--- src/rtl/x_uart_pkg.sv ---
// Shared UART types and constants for the receive path (and the future transmit path).
package x_uart_pkg;

  localparam int UART_DATA_BITS = 8;

  typedef enum logic [2:0] {IDLE, START, DATA, STOP, BREAK} uart_rx_state_t;

endpackage

--- src/rtl/x_sync.sv ---
// Purpose: STAGES-deep single-bit synchroniser with a parameterised reset value.
// Latency: STAGES i_clk cycles from i_d to o_q.
// Backpressure: none; samples every cycle.
module x_sync #(
  parameter int   STAGES  = 2,
  parameter logic RST_VAL = 1'b1
) (
  input  logic i_clk,
  input  logic i_rst,
  input  logic i_d,
  output logic o_q
);

  if (STAGES < 2) begin : g_stages_chk
    $error("x_sync: STAGES must be >= 2");
  end

  logic [STAGES-1:0] q;

  always_ff @(posedge i_clk or posedge i_rst) begin
    if (i_rst) q <= {STAGES{RST_VAL}};
    else       q <= {q[STAGES-2:0], i_d};
  end

  assign o_q = q[STAGES-1];

endmodule

--- src/rtl/x_uart_rx.sv ---
// Purpose: 8N1 LSB-first UART receiver producing one-cycle byte / framing-error strobes.
// Latency: o_valid SYNC_STAGES + 9.5*CLKS_PER_BIT + 1 cycles after the falling start edge.
// Backpressure: none; every strobe must be consumed by the downstream stage.
module x_uart_rx
  import x_uart_pkg::*;
#(
  parameter int CLKS_PER_BIT = 87,
  parameter int SYNC_STAGES  = 2
) (
  input  logic                      i_clk,
  input  logic                      i_rst,
  input  logic                      i_rx,
  output logic                      o_valid,
  output logic [UART_DATA_BITS-1:0] o_data,
  output logic                      o_frame_err
);

  if (CLKS_PER_BIT < 4) begin : g_cpb_chk
    $error("x_uart_rx: CLKS_PER_BIT must be >= 4");
  end
  if (SYNC_STAGES < 2) begin : g_sync_chk
    $error("x_uart_rx: SYNC_STAGES must be >= 2");
  end

  localparam int CW = $clog2(CLKS_PER_BIT);
  localparam int IW = $clog2(UART_DATA_BITS);
  localparam logic [CW-1:0] CNT_BIT  = CW'(CLKS_PER_BIT - 1);
  localparam logic [CW-1:0] CNT_HALF = CW'(CLKS_PER_BIT / 2 - 1);
  localparam logic [IW-1:0] IDX_LAST = IW'(UART_DATA_BITS - 1);

  logic rx_s;

  x_sync #(
    .STAGES (SYNC_STAGES),
    .RST_VAL(1'b1)
  ) u_sync (
    .i_clk(i_clk),
    .i_rst(i_rst),
    .i_d  (i_rx),
    .o_q  (rx_s)
  );

  uart_rx_state_t            state, state_nxt;
  logic [CW-1:0]             cnt, cnt_nxt;
  logic [IW-1:0]             idx, idx_nxt;
  logic [UART_DATA_BITS-1:0] shift, shift_nxt;
  logic [UART_DATA_BITS-1:0] data_nxt;
  logic                      valid_nxt, ferr_nxt;
  logic                      cnt_zero;

  assign cnt_zero = (cnt == '0);

  always_ff @(posedge i_clk or posedge i_rst) begin
    if (i_rst) begin
      state       <= IDLE;
      cnt         <= '0;
      idx         <= '0;
      shift       <= '0;
      o_data      <= '0;
      o_valid     <= 1'b0;
      o_frame_err <= 1'b0;
    end else begin
      state       <= state_nxt;
      cnt         <= cnt_nxt;
      idx         <= idx_nxt;
      shift       <= shift_nxt;
      o_data      <= data_nxt;
      o_valid     <= valid_nxt;
      o_frame_err <= ferr_nxt;
    end
  end

  // Counter reloads place every sample at the middle of a bit cell.
  always_comb begin
    state_nxt = state;
    cnt_nxt   = cnt;
    idx_nxt   = idx;
    shift_nxt = shift;
    data_nxt  = o_data;
    valid_nxt = 1'b0;
    ferr_nxt  = 1'b0;
    case (state)
      IDLE: begin
        if (!rx_s) begin
          state_nxt = START;
          cnt_nxt   = CNT_HALF;
        end
      end
      START: begin
        if (!cnt_zero) begin
          cnt_nxt = cnt - 1'b1;
        end else if (rx_s) begin
          state_nxt = IDLE;
        end else begin
          state_nxt = DATA;
          idx_nxt   = '0;
          cnt_nxt   = CNT_BIT;
        end
      end
      DATA: begin
        if (!cnt_zero) begin
          cnt_nxt = cnt - 1'b1;
        end else begin
          shift_nxt = {rx_s, shift[UART_DATA_BITS-1:1]};
          cnt_nxt   = CNT_BIT;
          if (idx == IDX_LAST) state_nxt = STOP;
          else                 idx_nxt   = idx + 1'b1;
        end
      end
      STOP: begin
        if (!cnt_zero) begin
          cnt_nxt = cnt - 1'b1;
        end else if (rx_s) begin
          state_nxt = IDLE;
          valid_nxt = 1'b1;
          data_nxt  = shift;
        end else begin
          state_nxt = BREAK;
          ferr_nxt  = 1'b1;
        end
      end
      BREAK: begin
        // A held-low line stays here so it reports only one framing error.
        if (rx_s) state_nxt = IDLE;
      end
      default: state_nxt = IDLE;
    endcase
  end

endmodule

--- config.mk ---
export PLATFORM = sky130hd
export DESIGN_NAME = x_uart_rx
export DESIGN_NICKNAME = d
export VERILOG_FILES = /design/src/rtl/x_uart_pkg.sv /design/src/rtl/x_sync.sv /design/src/rtl/x_uart_rx.sv
export SDC_FILE = /design/constraint.sdc
export NUM_CORES = 1
export LEC_CHECK = 0
export CAP_MARGIN = 15
export CELL_PAD_IN_SITES_DETAIL_PLACEMENT = 1
export CELL_PAD_IN_SITES_GLOBAL_PLACEMENT = 1
export CORE_AREA = 2 2 67 63
export CTS_BUF_LIST = sky130_fd_sc_hd__clkbuf_16
export CTS_CLUSTER_SIZE = 10
export DETAILED_ROUTE_END_ITERATION = 8
export DIE_AREA = 0 0 69 65
export PLACE_DENSITY = 0.78
export SYNTH_ARGS = -nofsm -noshare
export SYNTH_HDL_FRONTEND = slang
export SYNTH_HIERARCHICAL = 1
export SYNTH_SLANG_ARGS = --single-unit
--- constraint.sdc ---
create_clock -name i_clk -period 3.25 [get_ports i_clk]
set_input_delay 0.325 -clock i_clk [delete_from_list [all_inputs] [get_ports i_clk]]
set_output_delay 0.325 -clock i_clk [all_outputs]
set_load 0.005 [all_outputs]
======== Yosys cells after proc, flatten, opt, wreduce, memory -nomap -nowiden ========
Index checks and enable logic that the tools add are counted.
cells by class
  add/sub/neg operators ................... 2
  eq/ne operators ......................... 15
  multiplexer cells ....................... 26
  reductions and logical operators ........ 9
operator list
  cell                 number
  $mux 7               5
  $mux 3               11
  $pmux 7 s4           1
  $ne 2x2->1 const B   8
  $pmux 3 s5           1
  $logic_not 7->1      1
  $sub 7x1->7 const B  1
  $eq 3x2->1 const B   2
  $eq 3x3->1 const B   2
  $mux 1               6
  $pmux 3 s2           1
  $reduce_and 6->1     1
  $reduce_and 5->1     1
  $reduce_and 4->1     1
  $reduce_bool 4->1    1
  $add 3x1->3 const B  1
  $eq 3x1->1 const B   1
  $logic_not 3->1      1
  $ne 3x3->1 const B   1
  $reduce_and 3->1     1
  $mux 2               1
  $ne 2x1->1 const B   1
  $reduce_and 2->1     1
  $reduce_bool 2->1    1
storage, ports and cells
  register bits after elaboration ......... 33
  input bits .............................. 3
  output and inout port bits .............. 10
  word-level logic and storage cells ...... 60

======== Depth between registers and ports, before layout ========
Gate-level depths: netlist of run 1.
  word-level depth ........................ 4
  gate-level depth with buffers ........... 7
  gate-level depth less buffers ........... 6

======== Modules after synthesis ========
Netlist of run 1, hierarchy kept.
modules (own cells, without submodules)
  module     instances  cells an instance  area an instance (sq um)  sequential area each (sq um)
  x_uart_rx  1          129                1512.7                    775.7
  x_sync     1          3                  56.3                      52.6

======== Worst setup path after synthesis of run 1 ========
No wires, ideal clock.
  path kind ............................... register to register
  start point ............................. register cnt[0]
  end point ............................... register o_data[0]
  setup time .............................. 125 ps
  data arrival time ....................... 2111 ps
  required time ........................... 3125 ps
  path slack .............................. 1014 ps
  cell stages (with the launch flop) ...... 8
  buffers on the path ..................... 1
  clock period less this slack ............ 2236 ps
  cell sequence ........................... dfrtp_1 inv_1 ha_1 or3b_1 or4_4 or2_1 buf_6 mux2_4
on the way
  longest elaborated chain between the ends .. 2
RTL lines
  element                     RTL line         RTL
  start, declared             x_uart_rx.sv:44  logic [CW-1:0] cnt, cnt_nxt;
  start signal, assigned      x_uart_rx.sv:64  cnt <= cnt_nxt;
  $logic_not 7->1             x_uart_rx.sv:51  assign cnt_zero = (cnt == '0);
  $reduce_and 3->1 (no line)  n/a
  end signal, assigned        x_uart_rx.sv:67  o_data <= data_nxt;
  end, declared               x_uart_rx.sv:14  output logic [UART_DATA_BITS-1:0] o_data,
Every way passes these cells.
A chain may end at the register's enable or synchronous reset.

======== Final worst setup path of run 1 ========
  start point ............................. register cnt[0]
  end point ............................... register o_data[6]
The elaborated chain is that of the path after synthesis.

==> results.tsv, run 1 <==
stage	metric	value	unit
status	outcome	finished, final reports clean	
cts	H-tree levels	2	
cts	Max Buffers Root-to-Sink	2	
critical_path	worst-path maximum fanout	9	
critical_path	Bufs and invs on worst path	1	
placement	IO Port Bufs	12	
global_routing	largest net degree at the start of global routing	32	
power	Max VDD drop	0.398	mV
cts	post_cts resized	0	
placement	placed cell count	189	
layout	nets@finish	155	
drt	1st-iter DRT viols	22	
floorplan	Die H	65	µm
min_path	Min-Delay Startpoint	u_sync/q[0]	
critical_path	CP Capture Type	flop	
critical_path	Worst path slowest cell	or4_4	
synthesis	Syn. warnings	6	
global_routing	first-pass GRT wire length	6.04	mm
critical_path	Worst Setup Start Kind	flop	
sta	Setup TNS Final	0	ns
global_routing	vias in the first global route	1211	
floorplan	starting density of the core	40.7	%
layout	fin cells	197	
layout	Antenna Cells	0	
sta	RSZ-0062 raised after global routing	no	
global_routing	GRT Residual Overflow	0	
floorplan	FP Rows	22	
synthesis	Syn Std Cell Area	0.00157	mm²
flow_run	max_cap viols	0	
placement	Final GP Congestion	0.752	
critical_path	sequence of cells on the critical path	inv_1 -> ha_1 -> or3b_1 -> or4_4 -> or2_1 -> mux2_4	
synthesis	Post-synth EDFFs	0	
critical_path	WS Path Type	reg -> reg	
min_path	Worst Hold Class	reg -> reg	
power	PD cells	636	mW/mm²
synthesis	Netlist cell types	40	
critical_path	RR Startpoint	cnt[0]	
floorplan	I/O Pins	13	
placement	HPWL Detailed	2.41	mm
floorplan	core area	0.00385	mm²
floorplan	Die Width	69	µm
sta	Fin. Hold Viols	0	
synthesis	Post-synth top flop	dfrtp_1	
synthesis	post-synth top area cell	dfrtp_1	
critical_path	CP peak stage delay	0.51	ns
critical_path	CP Data Required Time	3.41	ns
layout	most common cell after layout, fill and taps aside	dfrtp_1	
layout	commonest non-fill, non-tap cells in the layout	dfrtp_1, clkdlybuf4s50_1, inv_1	
drt	DR vias	1083	
layout	Final Cell Area	0.00188	mm²
layout	Synth-to-Final Area Change	19.6	%
synthesis	Post-Syn Instances	132	
min_path	worst hold path endpoint	u_sync/q[1]	
critical_path	setup slack, reg-to-reg	0.73	ns
sta	Setup-failing EPs final	0	
cts	postcts setup bufs	0	
sta	final worst path period share	77.5	%
layout	filler cell count in the final layout	422	
synthesis	Synth async-reset ratio	100	%
placement	DP Area	0.00173	mm²
cts	number of CTS-inserted buffers	5	
sta	slew margin rel.	45.2	%
min_path	Hold Path Stages	0	
synthesis	Syn Area/Cell	11.9	µm²
drt	Post-route DRC	0	
sta	Max Freq	397	MHz
floorplan	die area	0.00449	mm²
sta	PnR worst setup slack	0.731	ns
drt	wire per inst	18.5	µm
synthesis	Synth top area share	49.4	%
critical_path	Reg-to-Reg End	o_data[6]	
critical_path	Worst R2R Path Depth	6	
cts	Clock Pin Slew Worst Setup and Hold Paths	0.05	ns
layout	layout cells sized above 1	23.5	%
power	LEAKAGE	0.925	nW
sta	clk_skew	0.00497	ns
synthesis	Synth Net Count	139	
synthesis	top post-synthesis cells by area	dfrtp_1, mux2_4, mux2_2	
drt	routed wire length	3.64	mm
drt	number of iterations in the first detailed-routing pass	2	
drt	ANT nets after route	0	
global_routing	initial antenna violation count	0	
synthesis	Synth Register Bits	33	
synthesis	sequential area share after synthesis	52.8	%
drt	vias per cell	5.50	
cts	Clock Latency Late Sink	0.28	ns
cts	CTS tree	built	
sta	max-slew violation count	0	
placement	DP Worst Slack	0.770	ns
cts	clock sinks	33	
critical_path	CP arrival	2.68	ns
critical_path	CP top delay family	simple AND/OR/NAND/NOR gates	
layout	Core Util, Final	48.7	%
global_routing	GRT Total Usage	17.7	%
cts	clk root buf	clkbuf_16	
cts	Hold-fix buffers, CTS	0	
sta	Slew @ Worst Pin	0.816	ns
sta	min Tclk post-route	2.52	ns
## state kept, by name, summed over array words and instances (netlist names)
name,count
o_data,8
shift,8
cnt,7
idx,3
state,3
u_sync/q,2
o_frame_err,1
o_valid,1
## worst max path at each step
stage / startpoint / to / slack (ns) / cells after the start
2_1_floorplan: cnt[0] / o_data[0] / 1.01 / 7
3_3_place_gp: cnt[0] / o_data[7] / 0.87 / 6
3_5_place_dp: cnt[0] / o_data[2] / 0.77 / 6
4_1_cts: cnt[0] / o_data[2] / 0.71 / 6
5_1_grt: cnt[0] / o_data[5] / 0.64 / 6
6_report: cnt[0] / o_data[6] / 0.73 / 6
## where the power goes
group | total (W) | internal, W | leakage (nW) | switching (W)
combinational | 0.000222 | 0.0000968 | 0.421 | 0.000125
clock | 0.000453 | 0.000280 | 0.0696 | 0.000173
sequential | 0.000517 | 0.000456 | 0.434 | 0.0000611
## per-layer routing
metal	part of all wire [%]	track usage, %	vias up
li1	-	-	499
met4	0.99	4.41	0
met5	0	0	-
met3	3.3	5.13	4
met2	55	33.5	15
met1	41	19.5	565
## through the flow
| step | total power, W | hold WS, ns |
|---|---|---|
| final | 0.00119 | 0.364 |
| after global routing | 0.00126 | 0.369 |
| after CTS | 0.00120 | 0.365 |
| after floorplan | 0.000673 | 0.237 |
| after detailed placement | 0.000736 | 0.353 |
| after global placement | 0.000714 | 0.347 |
## kinds of logic (layout without fill, tap and decap cells)
family	after synthesis	after routing	synth area share, %
AND/OR/NAND/NOR	36	36	13.3
flip-flops	33	33	52.8
AO/OA/AOI/OAI	23	23	9.65
multiplexers	21	21	16.7
buffers and inverters	14	31	3.83
adder cells (fa/ha/maj)	4	4	3.19
XOR/XNOR	1	1	0.558
## layout make-up
type	instances	area [µm²]	area share (%)
clock buffers	5	125	6.67
clock inverters	3	17.5	0.933
inverters	10	37.5	2.00
multi-input cells	85	681	36.3
flip-flops and latches	33	828	44.1
well taps	48	60.1	3.20
repair buffers	13	128	6.80
## cells in the mapped netlist, drive strengths merged, types with 2 or more instances
cell	instances
clkbuf	3
o21ai	6
nand2	5
a21oi	4
or3b	3
inv	10
mux2	17
and3	2
nor2	8
nor3	3
or2	2
o31ai	3
nand3	3
mux2i	4
o21a	3
dfstp	2
ha	4
or4	2
dfrtp	31
Power figures use the tool's default switching activity.
==> run 2: changes to the inputs <==
CORE_AREA = 2 2 69 64   (was 2 2 67 63)
DIE_AREA = 0 0 71 66   (was 0 0 69 65)
clock period = 2.12 ns   (was 3.25 ns; I/O delays follow)
==> run 2 against run 1 <==
  * The run now ends with setup timing left
  * Clock skew about the same
  * Die area increased by 4.5%
  * Global-route usage decreased by 0.23 points
  * Via count increased by 5.0%
  * Register-to-register slack got worse by 0.88 ns
  * Sequential cell count unchanged
  * First-iteration DRC count increased by 45%
  * Worst setup slack got worse by 0.88 ns
  * Power increased by 68%
  * Utilization increased by 3.5 points
  * Highest routed layer unchanged
==> results.tsv, run 2 (synthesis results as in run 1) <==
stage	metric	value	unit
status	outcome	complete, but fails checks	
status	violated checks	setup timing	
critical_path	Worst R2R Path Depth	7	
sta	clk_skew	0.00450	ns
cts	Clock Latency Late Sink	0.28	ns
placement	DP Area	0.00189	mm²
sta	final worst path period share	107	%
drt	ANT nets after route	0	
layout	most common cell after layout, fill and taps aside	dfrtp_1	
layout	area of the multi-input gates	707	µm²
global_routing	vias in the first global route	1285	
placement	IO Port Bufs	12	
flow_run	max_cap viols	0	
critical_path	CP Capture Type	flop	
critical_path	CP Data Required Time	2.28	ns
global_routing	GRT Residual Overflow	0	
global_routing	first-pass GRT wire length	6.13	mm
sta	Setup-failing EPs final	8	
layout	Final Cell Area	0.00208	mm²
placement	DP Worst Slack	-0.188	ns
cts	clock sinks	33	
sta	Slew @ Worst Pin	0.530	ns
global_routing	initial antenna violation count	0	
global_routing	GRT Total Usage	17.5	%
sta	Fin. Hold Viols	0	
sta	max-slew violation count	0	
critical_path	WS Path Type	reg -> reg	
critical_path	worst-path maximum fanout	5	
cts	clk root buf	clkbuf_16	
layout	Synth-to-Final Area Change	32.8	%
floorplan	core area	0.00399	mm²
sta	min Tclk post-route	2.27	ns
global_routing	largest net degree at the start of global routing	32	
power	PD cells	964	mW/mm²
layout	layout cells sized above 1	37.2	%
sta	PnR worst setup slack	-0.146	ns
sta	final hold slack	0.291	ns
cts	CTS tree	built	
layout	Antenna Cells	0	
drt	wire per inst	16.6	µm
sta	slew margin rel.	64.4	%
drt	number of iterations in the first detailed-routing pass	4	
placement	Final GP Congestion	0.869	
power	PnR Total Power	0.00201	W
layout	sequential cell area	828	µm²
sta	Max Freq	441	MHz
drt	DR vias	1137	
drt	1st-iter DRT viols	32	
layout	biggest regs	o_data x8, shift x8, cnt x7	
cts	Max Buffers Root-to-Sink	2	
layout	Core Util, Final	52.2	%
cts	number of CTS-inserted buffers	5	
drt	Post-route DRC	0	
floorplan	die area	0.00469	mm²
min_path	Worst Hold Class	in -> async	
floorplan	Die Width	71	µm
drt	routed wire length	3.66	mm
floorplan	starting density of the core	39.3	%
power	Max VDD drop	0.574	mV
sta	RSZ-0062 raised after global routing	yes	
floorplan	Die H	66	µm
floorplan	FP Rows	22	
cts	Clock Pin Slew Worst Setup and Hold Paths	0.05	ns
critical_path	Worst Setup Start Kind	flop	
layout	filler cell count in the final layout	428	
floorplan	I/O Pins	13	
drt	vias per cell	5.17	
layout	commonest non-fill, non-tap cells in the layout	dfrtp_1, buf_4, clkdlybuf4s50_1	
cts	H-tree levels	2	
layout	nets@finish	178	
power	LEAKAGE	1.04	nW
critical_path	CP arrival	2.42	ns
placement	HPWL Detailed	2.64	mm
## run 2: worst paths after layout
kind,startpoint,to,slack [ns]
min in group i_clk,i_rx,u_sync/q[0],0.33
min,i_rst,u_sync/q[0],0.29
max reg2reg,cnt[0],o_data[0],-0.15
min reg2reg,u_sync/q[0],u_sync/q[1],0.36
max in group asynchronous,i_rst,o_valid,1.48
max,cnt[0],o_data[0],-0.15
## run 2: power by group
part	leakage, nW	internal [W]	switching (W)	total (W)
Sequential	0.434	0.000699	0.0000448	0.000744
Clock	0.0696	0.000430	0.000271	0.000701
Combinational	0.537	0.000284	0.000279	0.000563
## run 2: cell type report
type                            count  share of cell area (%)
Sequential cell                    33                    39.8
Multi-Input combinational cell     85                    33.9
Timing Repair Buffer               36                    14.8
Clock buffer                        5                    6.01
Tap cell                           48                    2.88
Inverter                           10                    1.80
Clock inverter                      3                   0.841
## run 2: metal layers
| metal | share of wire, % | up-vias | global-route usage (%) |
|---|---|---|---|
| met1 | 43 | 570 | 19.7 |
| li1 | - | 548 | - |
| met5 | 0 | - | 0 |
| met2 | 52 | 14 | 31.0 |
| met3 | 3.1 | 5 | 5.95 |
| met4 | 1.4 | 0 | 6.13 |
## run 2: critical path: stages (launching register included)
cell     delay, ns
dfrtp_1       0.39
inv_2         0.08
ha_4          0.13
or3b_4        0.38
or4_4         0.49
or2_4         0.25
buf_6         0.14
mux2_4        0.30
## run 2: what timing repair did
item | in CTS | in global routing
hold buffers | 0 | 0
hold endpoints to repair | 0 | 0
endpoints found under the setup margin | 11 | 12
setup buffers | 1 | 1
gates resized for setup | 7 | 1
pin swaps | 1 | 1
## run 2: per-stage QoR
step | std cells | setup TNS [ns]
final | 220 | -1.08
after CTS | 219 | -1.28
after floorplan | 132 | -0.785
after global routing | 220 | -1.47
after detailed placement | 210 | -1.44
after global placement | 210 | -1.05
